[src/rtl/pe_mac_bank_pkg.sv]
// rtl/pe_mac_bank_pkg.sv - shared rounding-mode type and width helpers for the MAC processing element
package pe_pkg;

  typedef enum logic [1:0] {
    RND_TRUNC     = 2'd0,
    RND_HALF_UP   = 2'd1,
    RND_HALF_EVEN = 2'd2,
    RND_RSVD      = 2'd3
  } rnd_mode_e;

  function automatic int calc_w(input int int_bits, input int frac_bits);
    return int_bits + frac_bits;
  endfunction

  function automatic int calc_acc_w(input int int_bits, input int frac_bits, input int guard_bits);
    return 2 * calc_w(int_bits, frac_bits) + guard_bits;
  endfunction

  function automatic int calc_sw(input int depth);
    return (depth < 2) ? 1 : $clog2(depth);
  endfunction

endpackage

[src/rtl/pe_mac_bank_if.sv]
// rtl/pe_mac_bank_if.sv - operand token and result handshake bundle between array controller and PE
interface pe_mac_bank_if
  import pe_pkg::*;
#(
  parameter int INT_BITS  = 7,
  parameter int FRAC_BITS = 9,
  parameter int ACC_DEPTH = 8
);
  localparam int W  = calc_w(INT_BITS, FRAC_BITS);
  localparam int SW = calc_sw(ACC_DEPTH);

  logic          in_valid;
  logic          in_ready;
  logic [W-1:0]  in_a;
  logic [W-1:0]  in_b;
  logic [SW-1:0] in_sel;
  logic          in_clear;
  logic          in_drain;
  logic [1:0]    in_rnd;

  logic          out_valid;
  logic          out_ready;
  logic [W-1:0]  out_data;
  logic [SW-1:0] out_sel;
  logic          out_sat;

  modport master (
    output in_valid, in_a, in_b, in_sel, in_clear, in_drain, in_rnd, out_ready,
    input  in_ready, out_valid, out_data, out_sel, out_sat
  );

  modport slave (
    input  in_valid, in_a, in_b, in_sel, in_clear, in_drain, in_rnd, out_ready,
    output in_ready, out_valid, out_data, out_sel, out_sat
  );

endinterface

[src/rtl/pe_mac_bank_round_sat.sv]
// rtl/pe_mac_bank_round_sat.sv - combinational shift-by-FRAC_BITS rounding and saturation to W bits
module pe_round_sat
  import pe_pkg::*;
#(
  parameter int INT_BITS   = 7,
  parameter int FRAC_BITS  = 9,
  parameter int GUARD_BITS = 4,
  localparam int W     = calc_w(INT_BITS, FRAC_BITS),
  localparam int ACC_W = calc_acc_w(INT_BITS, FRAC_BITS, GUARD_BITS)
) (
  input  logic [ACC_W-1:0] acc,
  input  rnd_mode_e        mode,
  output logic [W-1:0]     data,
  output logic             sat
);

  // One extra MSB keeps the +1 rounding increment from wrapping.
  localparam int QW = ACC_W - FRAC_BITS + 1;
  localparam logic [FRAC_BITS-1:0] LOW_MASK = FRAC_BITS'((1 << (FRAC_BITS - 1)) - 1);

  logic [QW-1:0] q_floor;
  logic [QW-1:0] q_round;
  logic          half_bit;
  logic          below_nz;
  logic          round_up;
  logic          sat_hi;
  logic          sat_lo;

  assign q_floor  = {acc[ACC_W-1], acc[ACC_W-1:FRAC_BITS]};
  assign half_bit = acc[FRAC_BITS-1];
  assign below_nz = |(acc[FRAC_BITS-1:0] & LOW_MASK);

  always_comb begin
    round_up = 1'b0;
    case (mode)
      RND_TRUNC:     round_up = 1'b0;
      RND_HALF_EVEN: round_up = half_bit && (below_nz || q_floor[0]);
      default:       round_up = half_bit;
    endcase
  end

  assign q_round = q_floor + {{(QW - 1){1'b0}}, round_up};

  // In range only when every bit above the W-bit sign matches the true sign.
  assign sat_hi = !q_round[QW-1] && (|q_round[QW-2:W-1]);
  assign sat_lo =  q_round[QW-1] && !(&q_round[QW-2:W-1]);
  assign sat    = sat_hi || sat_lo;

  assign data = sat_hi ? {1'b0, {(W - 1){1'b1}}} :
                sat_lo ? {1'b1, {(W - 1){1'b0}}} :
                q_round[W-1:0];

endmodule

[src/rtl/pe_mac_bank.sv]
// rtl/pe_mac_bank.sv - three-stage fixed-point MAC with a banked accumulator and rounded, saturated output
module pe_mac_bank
  import pe_pkg::*;
#(
  parameter int INT_BITS   = 7,
  parameter int FRAC_BITS  = 9,
  parameter int ACC_DEPTH  = 8,
  parameter int GUARD_BITS = 4
) (
  input  logic          clk,
  input  logic          rst,
  pe_mac_bank_if.slave  bus
);

  localparam int W     = calc_w(INT_BITS, FRAC_BITS);
  localparam int ACC_W = calc_acc_w(INT_BITS, FRAC_BITS, GUARD_BITS);
  localparam int SW    = calc_sw(ACC_DEPTH);

  logic stall;
  logic accept;

  // A held result freezes every stage, including the bank write.
  assign stall        = bus.out_valid && !bus.out_ready;
  assign bus.in_ready = !stall;
  assign accept       = bus.in_valid && !stall;

  logic signed [2*W-1:0] prod_next;
  assign prod_next = $signed(bus.in_a) * $signed(bus.in_b);

  logic                  s1_valid;
  logic signed [2*W-1:0] s1_prod;
  logic [SW-1:0]         s1_sel;
  logic                  s1_clear;
  logic                  s1_drain;
  rnd_mode_e             s1_rnd;

  logic [ACC_W-1:0]      acc_bank [ACC_DEPTH];
  logic signed [ACC_W-1:0] prod_ext;
  logic [ACC_W-1:0]      acc_new;

  logic                  s2_valid;
  logic [ACC_W-1:0]      s2_acc;
  logic [SW-1:0]         s2_sel;
  rnd_mode_e             s2_rnd;

  logic [W-1:0]          rs_data;
  logic                  rs_sat;

  assign prod_ext = ACC_W'(s1_prod);
  assign acc_new  = s1_clear ? prod_ext : acc_bank[s1_sel] + prod_ext;

  pe_round_sat #(
    .INT_BITS   (INT_BITS),
    .FRAC_BITS  (FRAC_BITS),
    .GUARD_BITS (GUARD_BITS)
  ) u_round_sat (
    .acc  (s2_acc),
    .mode (s2_rnd),
    .data (rs_data),
    .sat  (rs_sat)
  );

  always_ff @(posedge clk) begin
    if (rst) begin
      s1_valid  <= 1'b0;
      s1_prod   <= '0;
      s1_sel    <= '0;
      s1_clear  <= 1'b0;
      s1_drain  <= 1'b0;
      s1_rnd    <= RND_TRUNC;
      for (int i = 0; i < ACC_DEPTH; i++) begin
        acc_bank[i] <= '0;
      end
      s2_valid      <= 1'b0;
      s2_acc        <= '0;
      s2_sel        <= '0;
      s2_rnd        <= RND_TRUNC;
      bus.out_valid <= 1'b0;
      bus.out_data  <= '0;
      bus.out_sel   <= '0;
      bus.out_sat   <= 1'b0;
    end else if (!stall) begin
      s1_valid <= accept;
      if (accept) begin
        s1_prod  <= prod_next;
        s1_sel   <= bus.in_sel;
        s1_clear <= bus.in_clear;
        s1_drain <= bus.in_drain;
        s1_rnd   <= rnd_mode_e'(bus.in_rnd);
      end

      // Only this stage reads or writes the bank, so same-index tokens chain without bubbles.
      if (s1_valid) begin
        acc_bank[s1_sel] <= acc_new;
      end
      s2_valid <= s1_valid && s1_drain;
      if (s1_valid && s1_drain) begin
        s2_acc <= acc_new;
        s2_sel <= s1_sel;
        s2_rnd <= s1_rnd;
      end

      bus.out_valid <= s2_valid;
      if (s2_valid) begin
        bus.out_data <= rs_data;
        bus.out_sel  <= s2_sel;
        bus.out_sat  <= rs_sat;
      end
    end
  end

endmodule
[src/flat_wrapper.sv]
// flat-port wrapper written by rule: the top's interface ports become plain ports
module pe_mac_bank_flat import pe_pkg::*;
#(
  parameter int INT_BITS   = 7,
  parameter int FRAC_BITS  = 9,
  parameter int ACC_DEPTH  = 8,
  parameter int GUARD_BITS = 4
)
  (clk, rst, bus_in_valid, bus_in_a, bus_in_b, bus_in_sel, bus_in_clear, bus_in_drain, bus_in_rnd, bus_out_ready, bus_in_ready, bus_out_valid, bus_out_data, bus_out_sel, bus_out_sat);
  pe_mac_bank_if #(.INT_BITS(INT_BITS), .FRAC_BITS(FRAC_BITS), .ACC_DEPTH(ACC_DEPTH)) bus_i ();
  input  logic clk;
  input  logic rst;
  input wire logic [$bits(bus_i.in_valid)-1:0] bus_in_valid;
  input wire logic [$bits(bus_i.in_a)-1:0] bus_in_a;
  input wire logic [$bits(bus_i.in_b)-1:0] bus_in_b;
  input wire logic [$bits(bus_i.in_sel)-1:0] bus_in_sel;
  input wire logic [$bits(bus_i.in_clear)-1:0] bus_in_clear;
  input wire logic [$bits(bus_i.in_drain)-1:0] bus_in_drain;
  input wire logic [$bits(bus_i.in_rnd)-1:0] bus_in_rnd;
  input wire logic [$bits(bus_i.out_ready)-1:0] bus_out_ready;
  output wire logic [$bits(bus_i.in_ready)-1:0] bus_in_ready;
  output wire logic [$bits(bus_i.out_valid)-1:0] bus_out_valid;
  output wire logic [$bits(bus_i.out_data)-1:0] bus_out_data;
  output wire logic [$bits(bus_i.out_sel)-1:0] bus_out_sel;
  output wire logic [$bits(bus_i.out_sat)-1:0] bus_out_sat;
  assign bus_i.in_valid = bus_in_valid;
  assign bus_i.in_a = bus_in_a;
  assign bus_i.in_b = bus_in_b;
  assign bus_i.in_sel = bus_in_sel;
  assign bus_i.in_clear = bus_in_clear;
  assign bus_i.in_drain = bus_in_drain;
  assign bus_i.in_rnd = bus_in_rnd;
  assign bus_i.out_ready = bus_out_ready;
  assign bus_in_ready = bus_i.in_ready;
  assign bus_out_valid = bus_i.out_valid;
  assign bus_out_data = bus_i.out_data;
  assign bus_out_sel = bus_i.out_sel;
  assign bus_out_sat = bus_i.out_sat;
  pe_mac_bank #(.INT_BITS(INT_BITS), .FRAC_BITS(FRAC_BITS), .ACC_DEPTH(ACC_DEPTH), .GUARD_BITS(GUARD_BITS)) u_core (.clk(clk), .rst(rst), .bus(bus_i));
endmodule
[config.mk]
export PLATFORM = sky130hd
export DESIGN_NAME = pe_mac_bank_flat
export DESIGN_NICKNAME = d
export VERILOG_FILES = /design/src/rtl/pe_mac_bank_pkg.sv /design/src/rtl/pe_mac_bank_if.sv /design/src/rtl/pe_mac_bank_round_sat.sv /design/src/rtl/pe_mac_bank.sv /design/src/flat_wrapper.sv
export SDC_FILE = /design/constraint.sdc
export NUM_CORES = 1
export LEC_CHECK = 0
export CORE_MARGIN = 4
export CORE_UTILIZATION = 69
export CTS_CLUSTER_SIZE = 16
export DETAILED_ROUTE_END_ITERATION = 12
export PLACE_DENSITY = 0.87
export SLEW_MARGIN = 20
export SYNTH_ARGS = -nofsm -noshare
export SYNTH_HDL_FRONTEND = slang
export SYNTH_SLANG_ARGS = --single-unit
[constraint.sdc]
create_clock -name clk -period 11.1 [get_ports clk]
set_input_delay 1.665 -clock clk [delete_from_list [all_inputs] [get_ports clk]]
set_output_delay 1.665 -clock clk [all_outputs]
set_load 0.01 [all_outputs]
Word level (Yosys, flattened, before mapping)
Memory sizes are Yosys's and may differ from the RTL's. A register that Yosys moved wholly into a read port is not among the register bits.
Cells that the tools add are included.
Operators by class
  add/sub/neg operators: 2
  multipliers: 1
  equal/unequal tests: 1
  mux-type cells: 15
  bitwise logic cells: 1
  reduce and logical (&&, ||, !) cells: 20
Operators by type and width (count)
  36-bit two-way mux: 2
  36-bit adder: 1
  36-bit OR reduction: 1
  16-bit by 16-bit multiplier with 32-bit output: 1
  16-bit two-way mux: 2
  27-bit by 2-bit adder with 28-bit output: 1
  12-bit AND reduction: 1
  12-bit OR reduction: 1
  3-bit two-way mux: 3
  8-bit OR reduction: 1
  1-bit two-way mux: 7
  1-bit logical AND: 6
  2-bit AND reduction: 3
  1-bit zero test: 4
  2-bit equality test, second input constant: 1
  2-bit zero test: 1
  1-bit logical OR: 2
  1-bit case mux with 2 select lines: 1
  1-bit NOT: 1
Storage, ports and cells
  bits in registers: 103
  RAM bits: 288
  input port bits: 43
  output and inout bits: 22
  word-level logic and storage cells: 55
  memories kept: 1
Memories
  u_core.acc_bank: words 8, bits a word 36, rd ports 1, clocked after Yosys merged registers in 1, write ports 8, RTL line pe_mac_bank.sv:37  | logic [ACC_W-1:0] acc_bank [ACC_DEPTH];

Longest topological paths before layout
  depth after elaboration: 10
  mapped depth: 27
  mapped depth without buffers: 25

Cells and area by module
From an unflattened synthesis, not the netlist that was laid out.
Second synthesis, totals
  cells, all modules: 2772
  area total of the unflattened synthesis: 28966.5 um2
By module, submodules not included
  pe_mac_bank: times used 1, cells an instance 2634, area an instance 28043.1 um2, seq. area each 10770.3 um2
  pe_round_sat: times used 1, cells an instance 138, area an instance 923.4 um2, seq. area each 0.0 um2

Worst setup path before layout
OpenSTA, ideal clock, no wires.
  kind: input to register
  start point: in bus_in_a[15]
  end point: reg u_core.s1_prod[31]
  setup time: 0.070 ns
  arrival: 7.415 ns
  data required time: 11.030 ns
  slack: 3.615 ns
  stages: 23
  buffers on the path: 2
  path through: clkbuf_1 nand2_1 inv_1 fa_1 fa_1 fa_1 fa_1 fa_1 inv_1 fa_1 inv_1 ha_1 clkbuf_1 a21oi_1 o221a_2 o21ai_0 nor3_1 a211oi_1 o21ai_0 a21oi_1 nor3b_1 a2111o_1 a21oi_1
On the way
  longest elaborated chain between the ends: 1
RTL lines
  start: declaration: RTL line flat_wrapper.sv:14  | input wire logic [$bits(bus_i.in_a)-1:0] bus_in_a;
  16-bit by 16-bit multiplier with 32-bit output: RTL line pe_mac_bank.sv:28  | assign prod_next = $signed(bus.in_a) * $signed(bus.in_b);
  end signal: assignment: RTL line pe_mac_bank.sv:85  | s1_prod <= prod_next;
  end: declaration: RTL line pe_mac_bank.sv:31  | logic signed [2*W-1:0] s1_prod;
No other way between the ends.
A chain may end at the register's enable or synchronous reset.

Final worst setup path
Same ends and word-level chain as after synthesis.

==> impl_table.tex <==
\begin{tabular}{lr}
\hline
Metric & Value \\
\hline
\multicolumn{2}{l}{\textbf{Critical path}} \\
\quad Worst endpoint required time & 11550 ps \\
\quad Category of the most critical setup path & primary input to flip-flop \\
\quad Worst Path Max Fanout & 16 \\
\quad Capturing element type of the critical path & flip-flop \\
\quad Flop2flop setup slack & 4590 ps \\
\quad Arrival time of data at the critical path endpoint & 8690 ps \\
\quad Worst Setup Start Kind & primary input \\
\multicolumn{2}{l}{\textbf{Yosys}} \\
\quad Count of distinct cell types in the synthesized netlist & 76 \\
\quad FF+latch count, synth & 394 \\
\quad Most frequent cell after synthesis & nor2\_1 \\
\quad Synthesized-area fraction occupied by ao, oa, aoi and oai cells & 0.0687 \\
\quad Summed instance area of the synthesized netlist & 0.0283 mm2 \\
\quad Number of standard cells after synthesis & 2681 \\
\quad Mapped Nets & 3106 \\
\quad Top cell types by occurrence after synthesis & nor2\_1 (421), inv\_1 (306), edfxtp\_1 (288) \\
\quad Leading cell types by total area after synthesis & edfxtp\_1 (31\%), fa\_1 (19\%), dfxtp\_1 (7.5\%) \\
\quad Basic-gate share of the synthesized area counting and, or, nand and nor cells & 0.153 \\
\quad Yosys warning total & 0 \\
\quad Combinational family with the most area after synthesis & adder cells \\
\quad Share of Yosys cell area claimed by the top area cell type & 0.305 \\
\quad Adder-cell share of the synthesized area & 0.238 \\
\quad Main synth FF type & edfxtp\_1 \\
\quad Post-synth top area cell & edfxtp\_1 \\
\quad Syn\_area\_per\_cell & 10.6 um2 \\
\quad Fraction of synthesized cell area in xor and xnor cells & 0.0250 \\
\quad Proportion of synthesized chip area in sequential cells & 0.380 \\
\quad Fraction of registers with async set/reset & 0 \\
\quad Portion of netlist area occupied by mux cells & 0.0766 \\
\quad Count of flip-flops with a built-in enable after synthesis & 288 \\
\multicolumn{2}{l}{\textbf{STA}} \\
\quad Final-layout setup total negative slack & 0 ps \\
\quad Slew of the pin with the lowest slew margin & 1100 ps \\
\quad Max-Slew Margin vs Limit & 0.267 \\
\quad Highest achievable clock rate & 121 MHz \\
\quad Max-slew violation count & 0 \\
\quad Final Critical Period & 8230 ps \\
\quad Setup Viol. Count Final & 0 \\
\quad Final period util & 0.742 \\
\quad Unrepaired setup endpoints after global routing & no \\
\quad Hold Violations, Final & 0 \\
\quad Worst clock skew & 22.2 ps \\
\multicolumn{2}{l}{\textbf{Die}} \\
\quad Initial Utilization & 0.705 \\
\quad DIE AREA & 0.0444 mm2 \\
\quad Io pins & 65 \\
\quad Horiz. Die Dim & 211 um \\
\quad Vertical die dimension & 211 um \\
\quad Placeable core region & 0.0402 mm2 \\
\quad Rows & 73 \\
\multicolumn{2}{l}{\textbf{CTS}} \\
\quad Clock Tree Buf Depth & 3 \\
\quad H-Tree Level Count & 2 \\
\quad Worst-Skew Late Latency & 540 ps \\
\quad Clock tree from TritonCTS & done \\
\quad Setup repair bufs after CTS & 0 \\
\quad CTS clk-pin slew, worst paths & 60 ps \\
\quad Post-CTS resize count & 0 \\
\quad Total CTS buffers & 36 \\
\quad Number of buffers inserted for hold repair after clock tree synthesis & 0 \\
\quad Number of clock sinks seen by CTS & 394 \\
\quad Clk Tree Root Cell & clkbuf\_16 \\
\multicolumn{2}{l}{\textbf{Power and ir drop}} \\
\quad Worst ir drop on vdd & 0.606 mV \\
\quad Switching share of power & 0.452 \\
\quad Sw Pwr & 4.05 mW \\
\quad Pleak & 12.5 nW \\
\quad Ratio of total power to cell area & 294 mW/mm2 \\
\quad Relative contribution of the clock network to total power & 0.135 \\
\quad Seq pwr share & 0.195 \\
\quad Gate power share & 0.669 \\
\quad Internal Pwr Total & 4.90 mW \\
\quad Total design power & 8.95 mW \\
\multicolumn{2}{l}{\textbf{Drt}} \\
\quad Vias per std cell & 6.36 \\
\quad Number of optimization iterations in the first detailed-route pass & 8 \\
\quad Detailed-route wire length per cell & 21.6 um \\
\quad Remaining DRCs & 0 \\
\quad Total via count after detailed routing & 20500 \\
\quad Residual antenna-violating net count after detailed routing & 0 \\
\quad Detailed router's first-iteration violation count & 2276 \\
\quad Post-detailed-routing wire length & 69600 um \\
\multicolumn{2}{l}{\textbf{GRT}} \\
\quad Pin count of the biggest net entering global routing & 65 \\
\quad Overflow after GRT & 0 \\
\quad First-pass GRT wire length & 111000 um \\
\quad Number of global-route vias before repair & 21300 \\
\quad GRT Overall Usage & 0.317 \\
\quad Number of antenna violations at the first check in global routing & 0 \\
\multicolumn{2}{l}{\textbf{Hold path}} \\
\quad Path class of the lowest-slack min-delay path & flip-flop to flip-flop \\
\multicolumn{2}{l}{\textbf{Outcome}} \\
\quad Outcome & finished, final reports clean \\
\multicolumn{2}{l}{\textbf{Cells and area}} \\
\quad Utilization after layout & 0.758 \\
\quad Synth-to-Final Area Change & 7.56\% \\
\quad Antenna cell count & 0 \\
\quad Fraction of final layout cells sized beyond drive strength 1 & 0.0807 \\
\quad Fin nets & 3103 \\
\multicolumn{2}{l}{\textbf{Placement}} \\
\quad HPWL after detailed placement & 47100 um \\
\quad Global placement routability congestion & 0.903 \\
\quad Port buffer count & 64 \\
\multicolumn{2}{l}{\textbf{Job}} \\
\quad Number of violations of the max-capacitance limit & 0 \\
\hline
\end{tabular}
==> layout by cell type, fill, tap and decap left out, drive strengths merged, types with 32 or more instances in the layout <==
cell,n
a211oi,32
mux2,37
nand2,249
edfxtp,288
xnor2,53
mux4,72
dfxtp,106
inv,307
fa,263
clkdlybuf4s50,63
ha,119
nand3,35
and2,128
a21oi,122
clkbuf,52
o21ai,37
nor2,421
==> layer usage <==
metal  global-route usage  share of wire  vias to the layer above
li1                     -              -                     8928
met1                0.423           0.36                    10200
met2                0.525           0.49                     1214
met3               0.0644           0.11                      227
met4                0.112          0.038                        0
met5                    0              0                        -
==> critical path: stages <==
cell,delay (ps)
clkdlybuf4s50_1,710
nand2_1,260
inv_1,110
fa_1,760
inv_1,120
fa_1,580
fa_1,450
fa_1,560
fa_1,430
fa_1,490
inv_1,40
ha_1,380
nand2_1,150
o221a_2,310
o21ai_0,240
nor3_1,100
a211oi_1,350
o21ai_0,180
a21oi_1,230
nor3b_1,80
a2111o_1,330
a21oi_1,140
==> stage by stage <==
| step | cells | setup WS, ps | hold slack (ps) | instance area, um2 |
|---|---|---|---|---|
| after floorplan | 2681 | 3610 | 432 | 28300 |
| after global placement | 3165 | 2620 | 448 | 29300 |
| after detailed placement | 3165 | 2430 | 451 | 29300 |
| after CTS | 3227 | 2960 | 460 | 30500 |
| after global routing | 3227 | 2500 | 485 | 30500 |
| final | 3227 | 2870 | 460 | 30500 |
==> layout make-up <==
cell class,count,area [um2]
Fill cell,2511,9720
Clock inverter,10,78.8
Sequential cell,394,10800
Clock buffer,52,1040
Inverter,306,1150
Tap cell,525,657
Timing Repair Buffer,89,826
Multi-Input combinational cell,1851,15900
==> power by group through the flow <==
stage / clock (mW) / sequential [mW] / combinational (mW)
final: 1.21 / 1.75 / 5.99
after global routing: 1.28 / 1.75 / 6.72
after CTS: 1.21 / 1.74 / 5.94
after detailed placement: 0 / 1.78 / 5.89
after global placement: 0 / 1.77 / 5.65
after floorplan: 0 / 1.74 / 4.66
==> logic make-up (layout without fill, tap and decap cells) <==
| logic type | after synthesis | in the layout |
|---|---|---|
| AND/OR/NAND/NOR | 960 | 960 |
| XOR/XNOR | 80 | 80 |
| flip-flops | 394 | 394 |
| adder cells (fa/ha/maj) | 382 | 382 |
| multiplexers | 122 | 122 |
| AO/OA/AOI/OAI | 307 | 307 |
| buffers and inverters | 436 | 457 |
==> path summary, 6_finish.rpt <==
check                    from                      to  depth (start not counted)
max              bus_in_a[15]      u_core.s1_prod[31]                         22
min          u_core.s2_rnd[1]        u_core.s2_rnd[1]                          2
max reg2reg         flip-flop  u_core.acc_bank[5][35]                         15
min reg2reg  u_core.s2_rnd[1]        u_core.s2_rnd[1]                          2
==> flip-flops by register name (all words and copies together), names as in the netlist, 2 cells and up, named ones only <==
name,cells
u_core.s2_acc,36
u_core.acc_bank,288
u_core.s2_sel,3
u_core.s1_prod,32
u_core.bus.out_data,16
u_core.bus.out_sel,3
u_core.s1_rnd,2
u_core.s1_sel,3
u_core.s2_rnd,2
Power figures use the tool's default switching activity.
